### src/rtl/nina_dom_and_d1_k1.sv
// Two-stage, first-order masked DOM AND with K+1 redundant copies per share.
// Optional macro NINA_CHECK_EN adds the per-share copy-consistency check and alarm FSM.
module nina_dom_and_d1_k1 #(
    parameter int K = 1
) (
    input  logic         clk,
    input  logic         rst,
    input  logic         in_valid,
    input  logic [K:0]   port_a_0,
    input  logic [K:0]   port_a_1,
    input  logic [K:0]   port_b_0,
    input  logic [K:0]   port_b_1,
    input  logic [K:0]   rand_z,
    output logic [K:0]   port_c_0,
    output logic [K:0]   port_c_1,
    output logic         out_valid,
    output logic         fault_flag
);

    localparam int W = K + 1;

    logic [W-1:0] prod_00, prod_01, prod_11, prod_10;
    logic [W-1:0] s00_d, s01_d, s11_d, s10_d;
    logic [W-1:0] s00_q, s01_q, s11_q, s10_q;
    logic         v1_d, v1_q;
    logic [W-1:0] c0_d, c1_d, c0_q, c1_q;
    logic         out_valid_d, out_valid_q;

    // Cross-domain products stay separate until after the register so that
    // the glitch-prone recombination never sees both shares combinationally.
    genvar gi;
    generate
        for (gi = 0; gi < W; gi++) begin : g_copy
            assign prod_00[gi] = port_a_0[gi] & port_b_0[gi];
            assign prod_01[gi] = port_a_0[gi] & port_b_1[gi];
            assign prod_11[gi] = port_a_1[gi] & port_b_1[gi];
            assign prod_10[gi] = port_a_1[gi] & port_b_0[gi];
        end
    endgenerate

    always_comb begin
        s00_d       = prod_00;
        s01_d       = prod_01 ^ rand_z;
        s11_d       = prod_11;
        s10_d       = prod_10 ^ rand_z;
        v1_d        = in_valid;
        // Result registers only move on a valid beat and hold otherwise.
        c0_d        = v1_q ? (s00_q ^ s01_q) : c0_q;
        c1_d        = v1_q ? (s11_q ^ s10_q) : c1_q;
        out_valid_d = v1_q;
    end

    always_ff @(posedge clk) begin
        if (rst) begin
            s00_q       <= '0;
            s01_q       <= '0;
            s11_q       <= '0;
            s10_q       <= '0;
            v1_q        <= 1'b0;
            c0_q        <= '0;
            c1_q        <= '0;
            out_valid_q <= 1'b0;
        end else begin
            s00_q       <= s00_d;
            s01_q       <= s01_d;
            s11_q       <= s11_d;
            s10_q       <= s10_d;
            v1_q        <= v1_d;
            c0_q        <= c0_d;
            c1_q        <= c1_d;
            out_valid_q <= out_valid_d;
        end
    end

`ifdef NINA_CHECK_EN
    typedef enum logic {
        ST_RUN   = 1'b0,
        ST_ALARM = 1'b1
    } state_t;

    state_t state_d, state_q;
    logic   err;

    // Each share is checked on its own; shares are never brought together here.
    assign err = out_valid_q & ((c0_q != {W{c0_q[0]}}) | (c1_q != {W{c1_q[0]}}));

    always_ff @(posedge clk) begin
        if (rst) begin
            state_q <= ST_RUN;
        end else begin
            state_q <= state_d;
        end
    end

    always_comb begin
        state_d = state_q;
        case (state_q)
            ST_RUN:   if (err) state_d = ST_ALARM;
            ST_ALARM: state_d = ST_ALARM;
            default:  state_d = ST_ALARM;
        endcase
    end

    // The err cycle itself still shows raw data; suppression starts one cycle later.
    always_comb begin
        fault_flag = 1'b0;
        port_c_0   = c0_q;
        port_c_1   = c1_q;
        out_valid  = out_valid_q;
        if (state_q == ST_ALARM) begin
            fault_flag = 1'b1;
            port_c_0   = '0;
            port_c_1   = '0;
            out_valid  = 1'b0;
        end
    end
`else
    always_comb begin
        fault_flag = 1'b0;
        port_c_0   = c0_q;
        port_c_1   = c1_q;
        out_valid  = out_valid_q;
    end
`endif

endmodule

### config.mk
export PLATFORM = sky130hd
export DESIGN_NAME = nina_dom_and_d1_k1
export DESIGN_NICKNAME = d
export VERILOG_FILES = /design/src/rtl/nina_dom_and_d1_k1.sv
export SDC_FILE = /design/constraint.sdc
export NUM_CORES = 1
export LEC_CHECK = 0
export ABC_AREA = 1
export CAP_MARGIN = 30
export CORE_MARGIN = 4
export CORE_UTILIZATION = 38
export CTS_CLUSTER_DIAMETER = 120
export DETAILED_ROUTE_END_ITERATION = 10
export GPL_TIMING_DRIVEN = 1
export PLACE_DENSITY = 0.74
export RECOVER_POWER = 100
export SETUP_SLACK_MARGIN = 0.02
export SLEW_MARGIN = 20
export SYNTH_ARGS = -nofsm -noshare
export SYNTH_HDL_FRONTEND = slang
export SYNTH_SLANG_ARGS = --single-unit
### constraint.sdc
create_clock -name clk -period 0.8 [get_ports clk]
set_input_delay 0.16 -clock clk [delete_from_list [all_inputs] [get_ports clk]]
set_output_delay 0.16 -clock clk [all_outputs]
set_load 0.02 [all_outputs]
* Word-level counts from Yosys, hierarchy flattened *
Index checks and enable logic that the tools add are counted.

cells by class
  bitwise operators = 12

operators by type and width
  cell               count
  1-bit bitwise AND  8
  2-bit XOR          4

storage, ports and cells
  word-level logic and storage cells = 20
  input bits = 13
  flip-flop bits (word level) = 14

* Depth between registers and ports, before layout *
Gate-level depths: netlist of the first run.

  word-level depth = 2
  mapped depth = 5

* Worst setup path before layout of the first run *
Ideal clock, no wire load.

  kind = register to register
  from = reg v1_q, in the netlist out_valid_d
  to = reg c0_q[0], in the netlist port_c_0[0]
  setup slack = 0.079 ns
  data arrival time = 0.612 ns
  path buffers = 1
  data required time = 0.691 ns
  stages on the path, launching flop included = 6
  cells stage by stage = dfxtp_1 > buf_6 > nor2_1 > nor2_1 > nand2_1 > inv_1

RTL lines
  item                    RTL line  source
  start, declared         25        logic v1_d, v1_q;
  start signal, assigned  68        v1_q <= v1_d;
  end signal, assigned    60        c0_q <= '0;
  end signal, assigned    69        c0_q <= c0_d;
  end, declared           26        logic [W-1:0] c0_d, c1_d, c0_q, c1_q;

* Final worst setup path of the first run *
  from = reg c1_q[1], in the netlist port_c_1[1]
  to = out port_c_1[1]

RTL lines
  item                    RTL line  source
  start, declared         26
  start signal, assigned  61        c1_q <= '0;
  start signal, assigned  70        c1_q <= c1_d;
  end, declared           15        output logic [K:0] port_c_1,

No word-level cell between the ends.

==> impl_summary.log, run 1 <==
INFO  metric run_status = finished, violations left
INFO  metric violated_checks = negative setup slack
INFO  metric area_of_the_multi_input_gates = 206 um^2
INFO  metric routed-via-count = 530
INFO  metric ir_worst_vdd = 0.000693 V
INFO  metric fp.dieArea = 2200 um^2
INFO  metric setup_viol_count_final = 5
INFO  metric setup_repair_after_global_routing_missed_its_margin = yes
INFO  metric avgRoutedWirePerCell = 8.68 um
INFO  metric p_leak = 0.399 nW
INFO  metric post-cts-setup-buffer-count = 0
INFO  metric number_of_buffers_created_by_cts = 3
INFO  metric finalCriticalPeriod = 0.890 ns
INFO  metric h-tree-depth = 1
INFO  metric ys_seq_elements = 14
INFO  metric synthesis.nets = 96
INFO  metric summed_instance_area_of_the_synthesized_netlist = 576 um^2
INFO  metric drt-total-wl = 1040 um
INFO  metric dpl.cell_count = 116
INFO  metric final_max_slew_viol_count = 0
INFO  metric hold_path_class = in -> reg
INFO  metric cell_internal_pwr = 1.15 mW
INFO  metric fmax = 1120 MHz
INFO  metric fp.dieH = 46.9 um
INFO  metric routed_via_density = 4.42
INFO  metric die-width = 46.9 um
INFO  metric cap_viol_max_count = 0
INFO  metric num_rows = 13
INFO  metric final.setup_skew = 0.000492 ns
INFO  metric start_util = 0.421
INFO  metric timing.critical_path.arrival = 0.73 ns
INFO  metric numPortBuffers = 17
INFO  metric netlist_instances = 83
INFO  metric antenna_violations_before_repair = 0
INFO  metric cts_root_buf = sky130_fd_sc_hd__clkbuf_4
INFO  metric grt_remaining_overflow = 0
INFO  metric p_sw_frac = 0.232
INFO  metric power.share.sequential = 0.509
INFO  metric cts.sink_count = 14
INFO  metric final-instance-count-excl-fill = 120
INFO  metric dr.pass1.iters = 4
INFO  metric tritoncts = built
INFO  metric antenna-diode-count = 0
INFO  metric synth-seq-area-share = 0.487
INFO  metric grt_pass1_vias = 489
INFO  metric postLayoutCoreUtil = 0.595
INFO  metric cells_along_the_critical_path = buf_6
INFO  metric worstSetupEndpointType = output pin
INFO  metric seqCellArea = 288 um^2
INFO  metric detailedPlacementHpwl = 819 um
INFO  metric final.fill_count = 137
INFO  metric fin_crit_share = 1.11
INFO  metric setup_slack = -0.0896 ns
INFO  metric clock_power_share = 0.329
INFO  metric hold_bufs_inserted_after_cts = 0
INFO  metric grt_usage = 0.118
INFO  metric clock_latency = 0.27 ns
INFO  metric post-route-drc-count = 0
INFO  metric criticalPathCategory = reg -> out
INFO  metric grt_max_degree = 9
INFO  metric core_area = 1370 um^2
INFO  metric worstSetupStartpointType = register
INFO  metric cp.buffers_inverters = 1
INFO  metric largest_incremental_delay_on_the_critical_path = 0.34 ns
INFO  metric crit_slowest_cell = sky130_fd_sc_hd__dfxtp_2
INFO  metric avgSynthCellArea = 6.93 um^2
INFO  metric part_of_the_power_in_combinational_logic = 0.162
INFO  metric drtAntennaViolNets = 0
INFO  metric cp_max_fo = 2
INFO  metric final-hold-violation-count = 0
INFO  metric power.density_cell_area = 1840 nW/um^2
INFO  metric gpl.final_weighted_congestion = 0.770
INFO  metric switching_component_of_the_power = 348 uW
INFO  metric area_delta_synth_final = 41.3%
INFO  metric fraction_of_final_layout_cells_with_drive_strength_greater_than_1 = 0.181
INFO  metric worst_setup_hold_path_clk_slew = 0.08 ns
INFO  metric dr.first_iter.drc_count = 11
INFO  metric ys_warn_count = 0
INFO  metric required = 0.64 ns
INFO  metric synthDistinctLibCells = 10
INFO  metric cp_top_family = flip-flops
INFO  metric cts_max_path_buffers = 2
INFO  metric grt_pass1_wl = 1770 um
INFO  metric finish.net_count = 119
INFO  metric design.portCount = 19
worst paths after layout:
kind / startpoint / depth (start not counted) / slack (ns) / to
hold / removal: in_valid / 3 / 0.39 / out_valid_d
setup reg to reg: out_valid_d / 5 / 0.01 / port_c_0[0]
setup / recovery: port_c_1[1] / 1 / -0.09 / port_c_1[1]
hold reg to reg: s01_q[0] / 4 / 0.54 / port_c_0[0]
worst register-to-register path, stage by stage (launching register included):
cell	delay, ns
sky130_fd_sc_hd__dfxtp_2	0.33
sky130_fd_sc_hd__buf_4	0.14
sky130_fd_sc_hd__nor2_1	0.10
sky130_fd_sc_hd__nor2_1	0.04
sky130_fd_sc_hd__nand2_1	0.05
sky130_fd_sc_hd__inv_1	0.03
stage by stage:
stage / setup WS (ns) / area (um^2) / total power, mW / hold slack (ns) / setup TNS [ns]
final: -0.0896 / 813 / 1.50 / 0.393 / -0.412
after global routing: -0.117 / 813 / 1.57 / 0.400 / -0.774
after CTS: -0.0969 / 812 / 1.51 / 0.393 / -0.463
after detailed placement: -0.288 / 762 / 1.01 / 0.529 / -3.99
after global placement: -0.263 / 762 / 1.00 / 0.520 / -3.86
after floorplan: 0.0791 / 576 / 0.892 / 0.267 / 0
area by class of cell:
type | instances | share of cell area
Sequential cell | 14 | 0.354
Timing Repair Buffer | 21 | 0.255
Multi-Input combinational cell | 51 | 0.254
Inverter | 15 | 0.0692
Clock buffer | 4 | 0.0446
Tap cell | 15 | 0.0231
cells in the final DEF, fill, tap and decap left out, drive strengths merged:
master,instances
nand2,20
clkbuf,5
a21oi,4
nor2,18
buf,8
clkdlybuf4s50,12
dfxtp,14
conb,1
nand3,8
inv,15
power by group through the flow:
| stage | combinational, mW | sequential [mW] | clock, mW |
|---|---|---|---|
| 2_1_floorplan | 0.104 | 0.789 | 0 |
| 3_3_place_gp | 0.235 | 0.769 | 0 |
| 3_5_place_dp | 0.240 | 0.772 | 0 |
| 4_1_cts | 0.244 | 0.762 | 0.504 |
| 5_1_grt | 0.272 | 0.767 | 0.533 |
| 6_report | 0.242 | 0.762 | 0.493 |
routing by layer:
| metal | wire length, um | global-route usage | up-vias |
|---|---|---|---|
| met4 | 42 | 0.116 | 0 |
| met5 | 0 | 0 | - |
| met1 | 451 | 0.119 | 229 |
| met2 | 492 | 0.198 | 12 |
| met3 | 54 | 0.0230 | 4 |
| li1 | - | - | 285 |
cell families after synthesis:
| kind of cell | count (synthesis) | synth area share |
|---|---|---|
| flops | 14 | 0.487 |
| buf+inv | 18 | 0.154 |
| simple gates | 46 | 0.317 |
| other cells | 1 | 0.00652 |
| compound gates | 4 | 0.0348 |
synth_stat cells:
| cell | count | area share |
|---|---|---|
| sky130_fd_sc_hd__inv_1 | 15 | 0.098 |
| sky130_fd_sc_hd__nand3_1 | 8 | 0.070 |
| sky130_fd_sc_hd__a21oi_1 | 4 | 0.035 |
| sky130_fd_sc_hd__buf_4 | 1 | 0.013 |
| sky130_fd_sc_hd__nor2_1 | 18 | 0.12 |
| sky130_fd_sc_hd__conb_1 | 1 | 0.0065 |
| sky130_fd_sc_hd__clkbuf_8 | 1 | 0.024 |
| sky130_fd_sc_hd__buf_6 | 1 | 0.020 |
| sky130_fd_sc_hd__dfxtp_1 | 14 | 0.49 |
| sky130_fd_sc_hd__nand2_1 | 20 | 0.13 |
sequential cells by signal (all words and copies together) (netlist names):
signal       cells
s00_q            2
out_valid        1
port_c_1         2
out_valid_d      1
port_c_0         2
s10_q            2
s11_q            2
s01_q            2
timing repair:
item / 4_1_cts / 5_1_grt
pin swaps: 1 / 1
gates resized for setup: 36 / 1
setup endpoints to repair: 6 / 9
Power figures use the tool's default switching activity.
==> run 2: changes to the inputs <==
Settings changed: CORE_UTILIZATION 38 to 40, CTS_CLUSTER_SIZE set to 14.
Clock period 0.8 ns to 1 ns, I/O delays scaled along.
==> run 2 against run 1 <==
Compared with the run above: the flow now finishes without violations; setup slack improved by 0.14 ns; combinational power decreased by 29%; critical path depth unchanged; worst hold slack improved by 0.061 ns; power decreased by 22%; count of clock-buffer cells in the layout unchanged; critical path type unchanged; largest cell class unchanged.
==> impl_summary.log, run 2 (synthesized netlist as in run 1, its figures left out) <==
INFO  metric r2r_cells = 4 (-1)
INFO  metric post_dp_cell_area = 747 um^2 (-2.0%)
INFO  metric whs_path_depth = 3 (unchanged)
INFO  metric worstSetupEndpointType = output pin
INFO  metric cts_root_buf = sky130_fd_sc_hd__clkbuf_4
INFO  metric p_leak = 0.378 nW (-5.3%)
INFO  metric grt_pass1_vias = 464 (-5.1%)
INFO  metric design.portCount = 19 (unchanged)
INFO  metric cp_top_family = flip-flops
INFO  metric setup_repair_after_global_routing_missed_its_margin = no
INFO  metric timing.hold.worst.start = in_valid
INFO  metric fraction_of_final_layout_cells_with_drive_strength_greater_than_1 = 0.107 (-0.0742)
INFO  metric p_sw_frac = 0.231 (-0.00126)
INFO  metric drtAntennaViolNets = 0 (unchanged)
INFO  metric most-common-layout-cells = sky130_fd_sc_hd__nand2_1, sky130_fd_sc_hd__nor2_1, sky130_fd_sc_hd__inv_1, sky130_fd_sc_hd__dfxtp_1, sky130_fd_sc_hd__clkdlybuf4s50_1
INFO  metric run_status = complete, no violations
INFO  metric final-hold-violation-count = 0 (unchanged)
INFO  metric cts.sink_count = 14 (unchanged)
INFO  metric antenna_violations_before_repair = 0 (unchanged)
INFO  metric routed_via_density = 4.39 (-0.61%)
INFO  metric fin_crit_share = 0.949
INFO  metric postLayoutCoreUtil = 0.574 (-0.0211)
INFO  metric clock_latency = 0.27 ns (about the same)
INFO  metric commonest_non_fill_non_tap_cell_in_the_layout = sky130_fd_sc_hd__nand2_1
INFO  metric die-width = 45.9 um (-2.1%)
INFO  metric post-route-drc-count = 0 (unchanged)
INFO  metric final.fill_count = 153 (+12%)
INFO  metric grt_max_degree = 10 (+1)
INFO  metric detailedPlacementHpwl = 764 um (-6.6%)
INFO  metric number_of_buffers_created_by_cts = 3 (unchanged)
INFO  metric r2r_start = out_valid_d
INFO  metric cp.buffers_inverters = 1 (unchanged)
INFO  metric tritoncts = built
INFO  metric cts_max_path_buffers = 2 (unchanged)
INFO  metric grt_remaining_overflow = 0 (unchanged)
INFO  metric cell_internal_pwr = 902 uW (-22%)
INFO  metric numPortBuffers = 17 (unchanged)
INFO  metric ir_worst_vdd = 0.000617 V (-11%)
INFO  metric dr.pass1.iters = 2 (-2)
INFO  metric cap_viol_max_count = 0 (unchanged)
INFO  metric clock_power_share = 0.334 (+0.005)
INFO  metric cells_along_the_critical_path = buf_4
INFO  metric core_area = 1330 um^2 (-2.4%)
INFO  metric fp.dieArea = 2110 um^2 (-4.2%)
INFO  metric cp_max_fo = 2 (unchanged)
INFO  metric num_rows = 13 (unchanged)
INFO  metric timing.critical_path.arrival = 0.75 ns (+0.02 ns)
INFO  metric power.density_cell_area = 1530 nW/um^2 (-17%)
INFO  metric final-instance-count-excl-fill = 118 (-1.7%)
INFO  metric switching_component_of_the_power = 271 uW (-22%)
INFO  metric hold_path_class = in -> reg
INFO  metric layout.cell_area.non_filler = 766 um^2 (-5.8%)
INFO  metric final.setup_skew = 0.00188 ns (+0.00139 ns)
INFO  metric setup_viol_count_final = 0 (-5)
INFO  metric worst_r2r_endpoint = port_c_0[0]
INFO  metric min_delay_worst_endpoint = out_valid_d
INFO  metric finish.net_count = 117 (-1.7%)
INFO  metric part_of_the_power_in_combinational_logic = 0.147 (-0.015)
INFO  metric setup_total_negative_slack = 0 ns (+0.412 ns)
INFO  metric criticalPathCategory = reg -> out
INFO  metric final_max_slew_viol_count = 0 (unchanged)
INFO  metric worstSetupStartpointType = register
INFO  metric drt-total-wl = 989 um (-5.0%)
INFO  metric pre_cts_slack = -0.110 ns (+0.178 ns)
INFO  metric crit_slowest_cell = sky130_fd_sc_hd__dfxtp_1
INFO  metric route.layer.met1.wl = 405 um (-10%)
INFO  metric largest_incremental_delay_on_the_critical_path = 0.34 ns (about the same)
INFO  metric worst_case_hold_slack = 0.455 ns (+0.0615 ns)
INFO  metric power.share.sequential = 0.519 (+0.010)
INFO  metric grt_usage = 0.115 (-0.00249)
INFO  metric dpl.cell_count = 114 (-1.7%)
INFO  metric fp.dieH = 45.9 um (-2.1%)
INFO  metric h-tree-depth = 1 (unchanged)
INFO  metric fmax = 1050 MHz
INFO  metric dr_wl_met3 = 73 um (+35%)
INFO  metric routed-wl-met2 = 466 um (-5.3%)
INFO  metric setup_slack = 0.0514 ns (+0.141 ns)
INFO  metric required = 0.80 ns (+0.16 ns)
INFO  metric top_signal_layer_used = met4
INFO  metric avgRoutedWirePerCell = 8.38 um (-3.4%)
INFO  metric dr.first_iter.drc_count = 7 (-4)
INFO  metric grt_pass1_wl = 1710 um (-3.5%)
INFO  metric power = 1.17 mW (-22%)
INFO  metric antenna-diode-count = 0 (unchanged)
INFO  metric finalCriticalPeriod = 0.949 ns
INFO  metric worst_setup_hold_path_clk_slew = 0.08 ns (about the same)
INFO  metric routed-via-count = 518 (-2.3%)
INFO  metric start_util = 0.432 (+0.0103)
INFO  metric r2r_setup_slack = 0.17 ns (+0.16 ns)
INFO  metric gpl.final_weighted_congestion = 0.662 (-14%)
INFO  metric area_delta_synth_final = 33.0%
==> run 2: layer usage <==
layer,GRT usage,vias to the layer above
li1,-,280
met1,0.119,219
met2,0.192,15
met3,0.0119,4
met4,0.119,0
met5,0,-
==> run 2: power by group through the flow <==
stage	clock network [mW]	registers [mW]	logic, mW
final	0.392	0.608	0.173
after global routing	0.425	0.614	0.196
after CTS	0.406	0.607	0.171
after detailed placement	0	0.621	0.181
after global placement	0	0.620	0.177
after floorplan	0	0.631	0.0831
==> run 2: worst max path at each step <==
| stage | cells after the start | startpoint | endpoint |
|---|---|---|---|
| 6_report | 1 | port_c_0[1] | port_c_0[1] |
| 5_1_grt | 1 | port_c_1[1] | port_c_1[1] |
| 4_1_cts | 1 | port_c_0[1] | port_c_0[1] |
| 3_5_place_dp | 1 | port_c_0[1] | port_c_0[1] |
| 3_3_place_gp | 1 | port_c_0[0] | port_c_0[0] |
| 2_1_floorplan | 5 | out_valid_d | port_c_0[0] |
==> run 2: area by class of cell <==
cell class | instances | area, um^2 | area share
Multi-Input combinational cell | 51 | 206 | 0.270
Timing Repair Buffer | 19 | 166 | 0.217
Inverter | 15 | 56.3 | 0.0735
Clock buffer | 4 | 36.3 | 0.0474
Sequential cell | 14 | 282 | 0.368
Tap cell | 15 | 18.8 | 0.0245
==> run 2: timing repair <==
| action | in CTS | in global routing |
|---|---|---|
| setup buffers | 0 | 0 |
| hold buffers | 0 | 0 |
| endpoints found under the setup margin | 5 | 4 |
| gates resized for setup | 20 | 8 |
==> run 2: worst min-delay path, delay by kind of cell <==
kind / cells / cell delay [ns]
AND/OR/NAND/NOR: 1 / 0.03
buffers and inverters: 2 / 0.46
